<file path="src/rtl/connect4_drop_ctrl.sv">
// Connect-4 game-state controller: board occupancy, animated drop, turn sequencing.
// Optional single-level undo is enabled by defining UNDO_EN.
module connect4_drop_ctrl #(
  parameter int ROWS        = 6,
  parameter int COLS        = 7,
  parameter int FALL_FRAMES = 2
) (
  input  logic       clock,
  input  logic       reset_L,
  input  logic       new_game,
  input  logic [2:0] col_sel,
  input  logic       drop,
  input  logic       undo,
  input  logic       frame_tick,
  input  logic [2:0] query_row,
  input  logic [2:0] query_col,
  output logic [1:0] query_cell,
  output logic       anim_valid,
  output logic [2:0] anim_row,
  output logic [2:0] anim_col,
  output logic [1:0] anim_player,
  output logic [1:0] turn,
  output logic       busy,
  output logic       placed,
  output logic       drop_err,
  output logic       board_full
);

  localparam int HW = $clog2(ROWS + 1);
  localparam int CW = $clog2(ROWS * COLS + 1);
  localparam int FW = (FALL_FRAMES > 1) ? $clog2(FALL_FRAMES) : 1;

  localparam logic [1:0] S_IDLE  = 2'd0;
  localparam logic [1:0] S_FALL  = 2'd1;
  localparam logic [1:0] S_PLACE = 2'd2;
  localparam logic [1:0] S_FULL  = 2'd3;

  localparam logic [1:0] P1 = 2'b01;
  localparam logic [1:0] P2 = 2'b10;

  logic [1:0]    cell_q [ROWS][COLS];
  logic [1:0]    cell_d [ROWS][COLS];
  logic [HW-1:0] h_q [COLS];
  logic [HW-1:0] h_d [COLS];
  logic [CW-1:0] cnt_q, cnt_d;
  logic [FW-1:0] fcnt_q, fcnt_d;
  logic [1:0]    state_q, state_d;
  logic [1:0]    turn_q, turn_d;
  logic [2:0]    col_q, col_d;
  logic [2:0]    tgt_q, tgt_d;
  logic [2:0]    arow_q, arow_d;
  logic          avalid_q, avalid_d;
  logic [1:0]    aplayer_q, aplayer_d;
  logic          placed_q, placed_d;
  logic          err_q, err_d;
  logic          full_q, full_d;
`ifdef UNDO_EN
  logic [2:0]    last_q, last_d;
  logic          lastv_q, lastv_d;
`endif

  logic col_ok;
  logic col_full;

  assign col_ok   = int'(col_sel) < COLS;
  assign col_full = col_ok && (int'(h_q[col_sel]) == ROWS);

  always_comb begin
    cell_d    = cell_q;
    h_d       = h_q;
    cnt_d     = cnt_q;
    fcnt_d    = fcnt_q;
    state_d   = state_q;
    turn_d    = turn_q;
    col_d     = col_q;
    tgt_d     = tgt_q;
    arow_d    = arow_q;
    avalid_d  = avalid_q;
    aplayer_d = aplayer_q;
    placed_d  = 1'b0;
    err_d     = 1'b0;
    full_d    = full_q;
`ifdef UNDO_EN
    last_d    = last_q;
    lastv_d   = lastv_q;
`endif
    if (new_game) begin
      for (int r = 0; r < ROWS; r++)
        for (int c = 0; c < COLS; c++)
          cell_d[r][c] = 2'b00;
      for (int c = 0; c < COLS; c++)
        h_d[c] = '0;
      cnt_d     = '0;
      fcnt_d    = '0;
      state_d   = S_IDLE;
      turn_d    = P1;
      col_d     = '0;
      tgt_d     = '0;
      arow_d    = '0;
      avalid_d  = 1'b0;
      aplayer_d = 2'b00;
      full_d    = 1'b0;
`ifdef UNDO_EN
      last_d    = '0;
      lastv_d   = 1'b0;
`endif
    end else begin
      case (state_q)
        S_IDLE, S_FULL: begin
          if (drop) begin
            if (state_q == S_FULL || !col_ok || col_full) begin
              err_d = 1'b1;
            end else begin
              col_d     = col_sel;
              tgt_d     = 3'(ROWS - 1) - 3'(h_q[col_sel]);
              aplayer_d = turn_q;
              arow_d    = '0;
              avalid_d  = 1'b1;
              fcnt_d    = '0;
              state_d   = S_FALL;
            end
          end
`ifdef UNDO_EN
          else if (undo && lastv_q) begin
            // The last piece sits on top of its column.
            cell_d[3'(ROWS) - 3'(h_q[last_q])][last_q] = 2'b00;
            h_d[last_q] = h_q[last_q] - HW'(1);
            cnt_d   = cnt_q - CW'(1);
            turn_d  = (turn_q == P1) ? P2 : P1;
            lastv_d = 1'b0;
            state_d = S_IDLE;
            full_d  = 1'b0;
          end
`endif
        end
        S_FALL: begin
          if (frame_tick) begin
            if (fcnt_q == FW'(FALL_FRAMES - 1)) begin
              fcnt_d = '0;
              if (arow_q == tgt_q) state_d = S_PLACE;
              else arow_d = arow_q + 3'd1;
            end else begin
              fcnt_d = fcnt_q + FW'(1);
            end
          end
        end
        default: begin
          cell_d[tgt_q][col_q] = aplayer_q;
          h_d[col_q] = h_q[col_q] + HW'(1);
          cnt_d    = cnt_q + CW'(1);
          turn_d   = (turn_q == P1) ? P2 : P1;
          placed_d = 1'b1;
          avalid_d = 1'b0;
`ifdef UNDO_EN
          last_d   = col_q;
          lastv_d  = 1'b1;
`endif
          if (cnt_q + CW'(1) == CW'(ROWS * COLS)) begin
            state_d = S_FULL;
            full_d  = 1'b1;
          end else begin
            state_d = S_IDLE;
          end
        end
      endcase
    end
  end

  always_ff @(posedge clock or negedge reset_L) begin
    if (!reset_L) begin
      for (int r = 0; r < ROWS; r++)
        for (int c = 0; c < COLS; c++)
          cell_q[r][c] <= 2'b00;
      for (int c = 0; c < COLS; c++)
        h_q[c] <= '0;
      cnt_q     <= '0;
      fcnt_q    <= '0;
      state_q   <= S_IDLE;
      turn_q    <= P1;
      col_q     <= '0;
      tgt_q     <= '0;
      arow_q    <= '0;
      avalid_q  <= 1'b0;
      aplayer_q <= 2'b00;
      placed_q  <= 1'b0;
      err_q     <= 1'b0;
      full_q    <= 1'b0;
`ifdef UNDO_EN
      last_q    <= '0;
      lastv_q   <= 1'b0;
`endif
    end else begin
      cell_q    <= cell_d;
      h_q       <= h_d;
      cnt_q     <= cnt_d;
      fcnt_q    <= fcnt_d;
      state_q   <= state_d;
      turn_q    <= turn_d;
      col_q     <= col_d;
      tgt_q     <= tgt_d;
      arow_q    <= arow_d;
      avalid_q  <= avalid_d;
      aplayer_q <= aplayer_d;
      placed_q  <= placed_d;
      err_q     <= err_d;
      full_q    <= full_d;
`ifdef UNDO_EN
      last_q    <= last_d;
      lastv_q   <= lastv_d;
`endif
    end
  end

  always_comb begin
    query_cell = 2'b00;
    if (int'(query_row) < ROWS && int'(query_col) < COLS)
      query_cell = cell_q[query_row][query_col];
  end

`ifndef UNDO_EN
  logic unused_undo;
  assign unused_undo = undo;
`endif

  assign anim_valid  = avalid_q;
  assign anim_row    = arow_q;
  assign anim_col    = col_q;
  assign anim_player = aplayer_q;
  assign turn        = turn_q;
  assign busy        = state_q != S_IDLE;
  assign placed      = placed_q;
  assign drop_err    = err_q;
  assign board_full  = full_q;

endmodule

</file>
<file path="config.mk">
export PLATFORM = sky130hd
export DESIGN_NAME = connect4_drop_ctrl
export DESIGN_NICKNAME = d
export VERILOG_FILES = /design/src/rtl/connect4_drop_ctrl.sv
export SDC_FILE = /design/constraint.sdc
export NUM_CORES = 1
export LEC_CHECK = 0
export CAP_MARGIN = 30
export CELL_PAD_IN_SITES_DETAIL_PLACEMENT = 0
export CELL_PAD_IN_SITES_GLOBAL_PLACEMENT = 1
export CORE_MARGIN = 2
export CORE_UTILIZATION = 47
export DETAILED_ROUTE_END_ITERATION = 10
export PLACE_DENSITY = 0.86
export SLEW_MARGIN = 10
export SYNTH_ARGS = -nofsm -noshare
export SYNTH_HDL_FRONTEND = slang
export SYNTH_SLANG_ARGS = --single-unit
</file>
<file path="constraint.sdc">
create_clock -name clock -period 2.9 [get_ports clock]
set_input_delay 0.435 -clock clock [delete_from_list [all_inputs] [get_ports clock]]
set_output_delay 0.435 -clock clock [all_outputs]
set_load 0.01 [all_outputs]
</file>
==> summary.txt, run 1 <==
Run status
  • Status: completed

STA
  • Final Setup Violations: 0
  • Fin crit share: 97.92%
  • Final Hold Fails: 0
  • Rel. slew slack: 45.44%
  • Tmin final: 2.840 ns
  • RSZ-0062 raised after global routing: false
  • F_max: 352.2 MHz
  • Clk_skew: 0.01231 ns
  • Slew Viols, Final: 0
  • Post-route setup TNS: 0 ns
  • Worst Tran Pin Value: 0.8160 ns

Drt
  • Final antenna-violating net count: 0
  • First drt pass iteration count: 6
  • Via density: 5.988
  • Residual DRC: 0
  • DRT iter0 DRCs: 483
  • Via count: 6054
  • Routed wire per std cell: 18.38 um
  • Final wirelength: 18580 um

Run
  • Maxcap violations: 0

CTS
  • CTS root buffer: clkbuf_16
  • CTS max path bufs: 2
  • Hold-fix buffers, CTS: 0
  • Register clock-pin slew on the reported worst setup and hold paths: 0.06 ns
  • Worst skew pair latency: 0.43 ns
  • CTS H-tree lvls: 4
  • TritonCTS clock tree: yes
  • Num CTS Buffers: 17
  • Sink Count: 131

Global route
  • M3 GR Usage: 5.778%
  • Largest net degree at the start of global routing: 69
  • Most Used Layer, Global Route: met2
  • Initial antenna violation count: 0
  • First-pass GRT wire length: 31390 um
  • Vias in the first global route: 6043
  • GR Util met1: 33.08%
  • Total track usage: 24.89%
  • Total global routing overflow: 0
  • GR Layer Usage met2: 40.36%

Synthesis
  • EDFF count, synth: 0
  • Gate Count Post-Synth: 786
  • Yosys top cell area share: 46.20%
  • Synth area leaders: dfrtp_1, nand2_1, a21oi_1
  • Syn Area/Cell: 8.959 um2
  • Synthesized net count: 810
  • Yosys warns: 0
  • Top FF cell, synth: dfrtp_1
  • Mapped Area: 7042 um2
  • FFs w/ async S/R, synth: 100.0%
  • Top cells by count, synth: dfrtp_1, nand2_1, nor2_1
  • Distinct cells, synth: 57
  • Most common cell in the netlist: dfrtp_1
  • Yosys reg bits: 131
  • Sequential share of the synthesized area: 46.57%
  • Leading area contributor after synthesis: dfrtp_1

Floorplan
  • Initial Util: 48.27%
  • Die footprint: 15980 um2
  • FP Rows: 44
  • Die width: 126.4 um
  • Core area: 14590 um2
  • Die height: 126.4 um
  • Ports: 32

Power
  • Static Leakage: 3.639 nW
  • Pwr Total: 5.912 mW
  • Power Dens Cells: 705.1 nW/um2
  • Max IR drop VDD: 465.6 uV

Final layout
  • Final Util: 57.47%
  • Ant. Diodes: 0
  • Multi-input gate area: 3485 um2
  • Fin area: 8384 um2
  • Area growth syn-to-layout: 19.07%
  • Filler cells: 1266
  • Final cell count without fillers: 1011
  • Seq. cell area: 3279 um2
  • Nets: 838
  • Layout cells sized above 1: 13.30%

Critical path
  • R2R depth: 7
  • CP endpoint kind: primary output
  • Crit Path Max Fanout: 8
  • R2R Setup Slk: 0.58 ns
  • Worst path required time: 2.47 ns
  • CP Launch Type: primary input
  • RR Endpoint: cell_q[44]
  • WS Path Type: primary input to primary output
  • Reg2Reg Launch Point: state_q[0]
  • CP arrival: 2.40 ns

Worst hold path
  • Min-Delay Path Class: primary input to async pin

Placement
  • Gpl congestion: 0.8719
  • Port Buffers: 30
  • Hpwl dp: 12200 um
  • Placed Cells: 974
  • Placed Area: 7646 um2
## worst max-delay path: stages
cell	delay, ns
clkdlybuf4s15_1	0.30
or2_4	0.32
buf_4	0.17
nor2_1	0.10
nor2_1	0.05
mux4_2	0.45
o21ai_1	0.17
a221oi_1	0.11
dlygate4sd2_1	0.30
## kinds of logic after synthesis
| kind of cell | count (synthesis) | share of synthesized area (%) |
|---|---|---|
| compound gates | 193 | 17.00 |
| fa+ha+maj | 9 | 1.599 |
| simple gates | 316 | 19.46 |
| buf+inv | 76 | 4.335 |
| flops | 131 | 46.57 |
| mux | 52 | 9.915 |
| xor+xnor | 9 | 1.119 |
## cells in the final DEF (no fill, tap or decap), types with 3 or more instances in the layout
| cell type | instances |
|---|---|
| dfrtp_1 | 130 |
| nand2_1 | 124 |
| nor2_1 | 101 |
| a21oi_1 | 91 |
| nand3_1 | 45 |
| buf_4 | 40 |
| mux2i_1 | 36 |
| o21ai_0 | 36 |
| clkdlybuf4s50_1 | 23 |
| a211oi_1 | 19 |
| clkbuf_16 | 17 |
| o22ai_1 | 14 |
| mux4_2 | 13 |
| inv_1 | 11 |
| ha_1 | 9 |
| nor2b_1 | 7 |
| or3_1 | 7 |
| nor3_1 | 6 |
| nand3b_1 | 6 |
| xor2_1 | 6 |
| o311a_1 | 5 |
| bufinv_16 | 5 |
| o221ai_1 | 4 |
| nand2b_1 | 4 |
| clkbuf_8 | 4 |
| clkinv_2 | 3 |
| o211ai_1 | 3 |
| nor3b_2 | 3 |
| xnor2_1 | 3 |
| dlygate4sd2_1 | 3 |
| buf_12 | 3 |
## per-stage QoR
step,hold WS (ns),worst slack [ns]
2_1_floorplan,0.1394,0.4569
3_3_place_gp,0.4851,-0.4303
3_5_place_dp,0.5149,-0.5391
4_1_cts,0.09951,0.07091
5_1_grt,0.1408,0.004687
6_report,0.08065,0.06041
## registers in the layout, indices dropped and copies added, names as in the netlist, 2 cells and up
| register | flops |
|---|---|
| anim_col | 3 |
| cell_q | 84 |
| cnt_q | 6 |
| anim_row | 3 |
| h_q | 21 |
| anim_player | 2 |
| state_q | 2 |
| turn | 2 |
| tgt_q | 3 |
## repair_timing
action,4_1_cts,5_1_grt
resized for setup,12,3
buffers inserted,4,0
cloned,1,0
setup endpoints to repair,2,2
## how the worst max path moves through the flow
stage,from,to,slack (ns),depth (start not counted)
final,query_row[2],query_cell[1],0.06,9
after global routing,query_row[2],query_cell[1],0.005,9
after CTS,query_col[0],query_cell[0],0.07,8
after detailed placement,query_row[2],query_cell[1],-0.54,9
after global placement,query_row[2],query_cell[1],-0.43,9
after floorplan,query_row[2],query_cell[1],0.46,7
## power by group
group	internal [mW]	total, mW	switching (mW)
logic	0.524	1.40	0.879
clock network	1.62	2.46	0.840
registers	1.91	2.05	0.133
total	4.06	5.91	1.85
## routing by layer
metal | up-vias | part of all wire [%] | wire length, um
li1 | 2815 | - | -
met1 | 3049 | 44 | 8246
met2 | 160 | 49 | 9182
met3 | 30 | 4.2 | 789
met4 | 0 | 1.9 | 360
met5 | - | 0 | 0
## area by class of cell
cell class	instances	share of cell area [%]
Clock inverter	11	2.328
Clock buffer	21	5.730
Multi-Input combinational cell	579	41.56
Sequential cell	131	39.11
Inverter	13	0.5969
Tap cell	184	2.746
Timing Repair Buffer	72	7.924
No activity file was read; power rests on OpenSTA's default activity.
==> run 2: changes to the inputs <==
- PLACE_DENSITY: 0.86 -> 0.84
==> run 2 against run 1 <==
Compared with the run above: register-to-register slack got worse by 0.02 ns; via count fell by 1.3%; non-clock buffer count did not move.
==> summary.txt, run 2 (synthesized netlist as in run 1, its figures left out) <==
STA
  • Clk_skew: 0.008476 ns
  • Worst Tran Pin Value: 0.8454 ns
  • PnR worst setup slack: 0.1799 ns
  • Slew Viols, Final: 0
  • Final Hold Fails: 0
  • Tmin final: 2.720 ns
  • RSZ-0062 raised after global routing: false
  • Hold_ws: 0.08350 ns
  • Final Setup Violations: 0
  • Rel. slew slack: 43.47%
  • F_max: 367.6 MHz
  • Fin crit share: 93.80%

CTS
  • TritonCTS clock tree: yes
  • CTS max path bufs: 2
  • CTS root buffer: clkbuf_16
  • Worst skew pair latency: 0.42 ns
  • Num CTS Buffers: 17
  • CTS H-tree lvls: 4
  • Sink Count: 131
  • Register clock-pin slew on the reported worst setup and hold paths: 0.06 ns

Power
  • Clock Power Share: 39.9%
  • Seq pwr share: 35.5%
  • Combinational share of power: 24.5%
  • Power Dens Cells: 690.2 nW/um2
  • Sw Share: 31.16%
  • Pint: 3.961 mW
  • Max IR drop VDD: 532.1 uV
  • Psw: 1.793 mW
  • Pwr Total: 5.754 mW
  • Static Leakage: 3.618 nW

Floorplan
  • Core area: 14590 um2
  • FP Rows: 44
  • Initial Util: 48.27%
  • Ports: 32
  • Die height: 126.4 um
  • Die footprint: 15980 um2
  • Die width: 126.4 um

Placement
  • Post-place setup slack: -0.4963 ns
  • Placed Area: 7669 um2
  • Hpwl dp: 12340 um
  • Port Buffers: 30
  • Gpl congestion: 0.9244

Final layout
  • Max reg flops: 84
  • Most flop-heavy register: cell_q
  • Commonest non-fill, non-tap cell in the layout: dfrtp_1
  • Final Util: 57.14%
  • Layout cells sized above 1: 13.08%
  • Commonest cells after routing, fill and taps aside: dfrtp_1, nand2_1, nor2_1
  • Fin area: 8337 um2
  • Ant. Diodes: 0
  • Filler cells: 1250
  • Top flop regs: cell_q (84), h_q (21), cnt_q (6)
  • Area growth syn-to-layout: 18.39%
  • Nets: 838

Global route
  • Vias in the first global route: 6021
  • First-pass GRT wire length: 31000 um
  • Largest net degree at the start of global routing: 70
  • Total global routing overflow: 0
  • Initial antenna violation count: 0
  • Total track usage: 24.36%

Critical path
  • Reg2Reg Launch Point: anim_col[1]
  • Worst Setup SP: query_row[1]
  • CP endpoint kind: primary output
  • Crit Path Max Fanout: 12
  • CP arrival: 2.29 ns
  • Worst path required time: 2.47 ns
  • CP Launch Type: primary input
  • WS Path Type: primary input to primary output

Run status
  • Status: completed

Drt
  • DRT iter0 DRCs: 416
  • Via count: 5973
  • Final antenna-violating net count: 0
  • Routed wire per std cell: 18.39 um
  • Final wirelength: 18570 um
  • Via density: 5.914
  • First drt pass iteration count: 5
  • Residual DRC: 0

Worst hold path
  • Min-Delay Path Class: primary input to async pin

Run
  • Maxcap violations: 0
run 2: layout make-up:
cell class,instances,area (um2),share of cell area (%)
clock buffers,22,484.2,5.808
flip-flops and latches,131,3279,39.34
multi-input cells,579,3487,41.83
inverters,13,48.80,0.5853
repair buffers,72,655.6,7.864
well taps,184,230.2,2.762
clock inverters,9,151.4,1.816
run 2: stage by stage:
step	TNS [ns]	cells
after floorplan	0	786
after global placement	-0.7512	977
after detailed placement	-0.8849	977
after CTS	0	1010
after global routing	0	1010
final	0	1010
run 2: power by group through the flow:
| stage | sequential [mW] | clock [mW] | combinational (mW) |
|---|---|---|---|
| after floorplan | 2.02 | 0 | 0.936 |
| after global placement | 2.07 | 0 | 1.36 |
| after detailed placement | 2.07 | 0 | 1.39 |
| after CTS | 2.04 | 2.33 | 1.41 |
| after global routing | 2.06 | 2.42 | 1.54 |
| final | 2.04 | 2.30 | 1.41 |
run 2: worst max-delay path, stage by stage:
cell and delay [ns]:
dlygate4sd2_1 0.28, or2_1 0.27, buf_4 0.19, o22ai_1 0.16
nor2_1 0.07, mux4_2 0.47, o21ai_2 0.16, a221oi_1 0.11
clkbuf_2 0.14
run 2: path summary, 6_finish.rpt:
| path | end | slack [ns] | depth (start not counted) |
|---|---|---|---|
| setup / recovery | query_cell[1] | 0.18 | 9 |
| hold / removal | h_q[12] | 0.08 | 1 |
| setup reg to reg | h_q[17] | 0.56 | 7 |
| hold reg to reg | board_full | 0.51 | 2 |
| max in group asynchronous | turn[0] | 2.07 | 2 |
| min in group clock | board_full | 0.51 | 2 |
run 2: per-layer routing:
metal | wire length (um) | up-vias | global-route usage [%]
li1 | - | 2826 | -
met1 | 8248 | 2924 | 32.71
met2 | 9023 | 195 | 40.23
met3 | 1015 | 28 | 5.399
met4 | 284 | 0 | 6.399
met5 | 0 | - | 0
run 2: repair_timing:
action                                  in CTS  in global routing
buffers inserted                             1                  0
gates resized for setup                      8                  8
endpoints found under the setup margin       2                  2
pin swaps                                    0                  0
gates cloned                                 1                  0
hold buffers                                 0                  0
==> run 3: changes to the inputs <==
- RECOVER_POWER: unset -> 50
==> run 3 against run 2 <==
Compared with the run above: fmax about the same; sequential cell count unchanged; wire length about the same; critical path type unchanged.
==> summary.txt, run 3 (synthesized netlist as in run 1, its figures left out) <==
Floorplan
  • FP Rows: 44
  • Ports: 32
  • Initial Util: 48.27%
  • Die footprint: 15980 um2
  • Die height: 126.4 um
  • Core area: 14590 um2
  • Die width: 126.4 um

Global route
  • Initial antenna violation count: 0
  • First-pass GRT wire length: 31000 um
  • Vias in the first global route: 6021
  • Total global routing overflow: 0
  • Total track usage: 24.36%
  • Largest net degree at the start of global routing: 70

Drt
  • Met2 wire length: 9060 um
  • Final wirelength: 18560 um
  • Via count: 6009
  • Residual DRC: 0
  • First drt pass iteration count: 5
  • DRT iter0 DRCs: 517
  • Routed length on met3: 1104 um
  • Routed wire per std cell: 18.37 um
  • Final antenna-violating net count: 0
  • Max Used Layer: met4
  • Via density: 5.950
  • Met1 wire length: 8118 um

Placement
  • Gpl congestion: 0.9244
  • Port Buffers: 30
  • Placed Cells: 977
  • Placed Area: 7669 um2
  • Hpwl dp: 12340 um

Power
  • Seq pwr share: 35.6%
  • Psw: 1.792 mW
  • Max IR drop VDD: 530.8 uV
  • Clock Power Share: 40.0%
  • Pwr Total: 5.742 mW
  • Combinational share of power: 24.4%
  • Static Leakage: 3.606 nW
  • Sw Share: 31.20%
  • Pint: 3.951 mW
  • Power Dens Cells: 691.8 nW/um2

Final layout
  • Top flop regs: cell_q (84), h_q (21), cnt_q (6)
  • Area growth syn-to-layout: 17.87%
  • Ant. Diodes: 0
  • Layout cells sized above 1: 12.95%
  • Commonest non-fill, non-tap cell in the layout: dfrtp_1
  • Most flop-heavy register: cell_q
  • Final cell count without fillers: 1010
  • Final Util: 56.90%
  • Commonest cells after routing, fill and taps aside: dfrtp_1, nand2_1, nor2_1
  • Nets: 838
  • Max reg flops: 84
  • Fin area: 8300 um2

Critical path
  • WS Path Type: primary input to primary output
  • Slowest stage cell, crit path: clkdlybuf4s50_1
  • Worst path required time: 2.47 ns
  • Most frequent CP cell: o311a_1
  • Number of buffer and inverter stages on the critical path: 3
  • CP cell instances: clkdlybuf4s50_1 > buf_4 > or3_1 > o311a_1 > o311a_1 > a221oi_1 > clkbuf_2
  • CP endpoint kind: primary output
  • R2R depth: 7
  • Crit path max-delay family: buffers and inverters
  • CP Launch Type: primary input
  • Reg2Reg Launch Point: anim_col[1]
  • RR Endpoint: h_q[2]
  • Slowest stage delay, CP: 0.40 ns
  • Crit Path Max Fanout: 6
  • R2R Setup Slk: 0.53 ns
  • CP arrival: 2.29 ns

CTS
  • TritonCTS clock tree: yes
  • Num CTS Buffers: 17
  • CTS root buffer: clkbuf_16
  • CTS max path bufs: 2
  • CTS H-tree lvls: 4
  • Register clock-pin slew on the reported worst setup and hold paths: 0.06 ns
  • Sink Count: 131
  • Worst skew pair latency: 0.42 ns

Worst hold path
  • Min-Delay Path Class: primary input to async pin

STA
  • F_max: 367.5 MHz
  • Final Setup Violations: 0
  • Worst Tran Pin Value: 1.433 ns
  • Slew Viols, Final: 0
  • RSZ-0062 raised after global routing: false
  • Clk_skew: 0.008562 ns
  • Final Hold Fails: 0
  • Fin crit share: 93.83%
  • Tmin final: 2.721 ns
  • Post-route setup TNS: 0 ns
  • Rel. slew slack: 4.461%

Run status
  • Status: completed

Run
  • Maxcap violations: 0
==> run 3: worst max path at each step <==
stage	start	end	slack, ns	depth (start not counted)
finish	query_col[0]	query_cell[1]	0.18	7
global route	query_col[0]	query_cell[1]	0.07	8
CTS	query_row[2]	query_cell[1]	0.04	9
detailed placement	query_row[2]	query_cell[1]	-0.50	9
global placement	query_row[2]	query_cell[1]	-0.40	9
floorplan	query_row[2]	query_cell[1]	0.46	7
==> run 3: power groups by stage <==
| stage | Clock, mW | Combinational (mW) | Sequential, mW |
|---|---|---|---|
| 6_report | 2.30 | 1.40 | 2.04 |
| 5_1_grt | 2.42 | 1.53 | 2.06 |
| 4_1_cts | 2.33 | 1.41 | 2.04 |
| 3_5_place_dp | 0 | 1.39 | 2.07 |
| 3_3_place_gp | 0 | 1.36 | 2.07 |
| 2_1_floorplan | 0 | 0.936 | 2.02 |
==> run 3: worst reg2reg max path, cell delays in order, from the launching register on <==
cell,delay [ns]
dfrtp_1,0.71
mux4_2,0.58
nor2_1,0.10
a21oi_1,0.08
ha_1,0.24
xnor2_1,0.12
buf_4,0.17
a211oi_1,0.26
==> run 3: routing by layer <==
metal | global-route usage, % | up-vias
met5 | 0 | -
met4 | 6.399 | 0
met3 | 5.399 | 29
met2 | 40.23 | 214
met1 | 32.71 | 2943
li1 | - | 2823
==> run 3: what timing repair did <==
item,in CTS,in global routing
hold buffers,0,0
cloned,1,0
buffers inserted,1,0
endpoints found under the hold margin,0,0
gates resized for setup,8,8
endpoints found under the setup margin,2,2
==> run 3: through the flow <==
| step | setup WS (ns) | hold slack [ns] |
|---|---|---|
| after floorplan | 0.4569 | 0.1394 |
| after global placement | -0.3983 | 0.4842 |
| after detailed placement | -0.4963 | 0.4890 |
| after CTS | 0.04160 | 0.1081 |
| after global routing | 0.07483 | 0.4632 |
| final | 0.1789 | 0.3453 |
==> run 3: cell type report <==
class	instances	area (um2)
Clock inverter	9	151.4
Inverter	13	48.80
Fill cell	1254	6289
Clock buffer	22	484.2
Multi-Input combinational cell	579	3487
Sequential cell	131	3279
Timing Repair Buffer	72	619.3
Tap cell	184	230.2
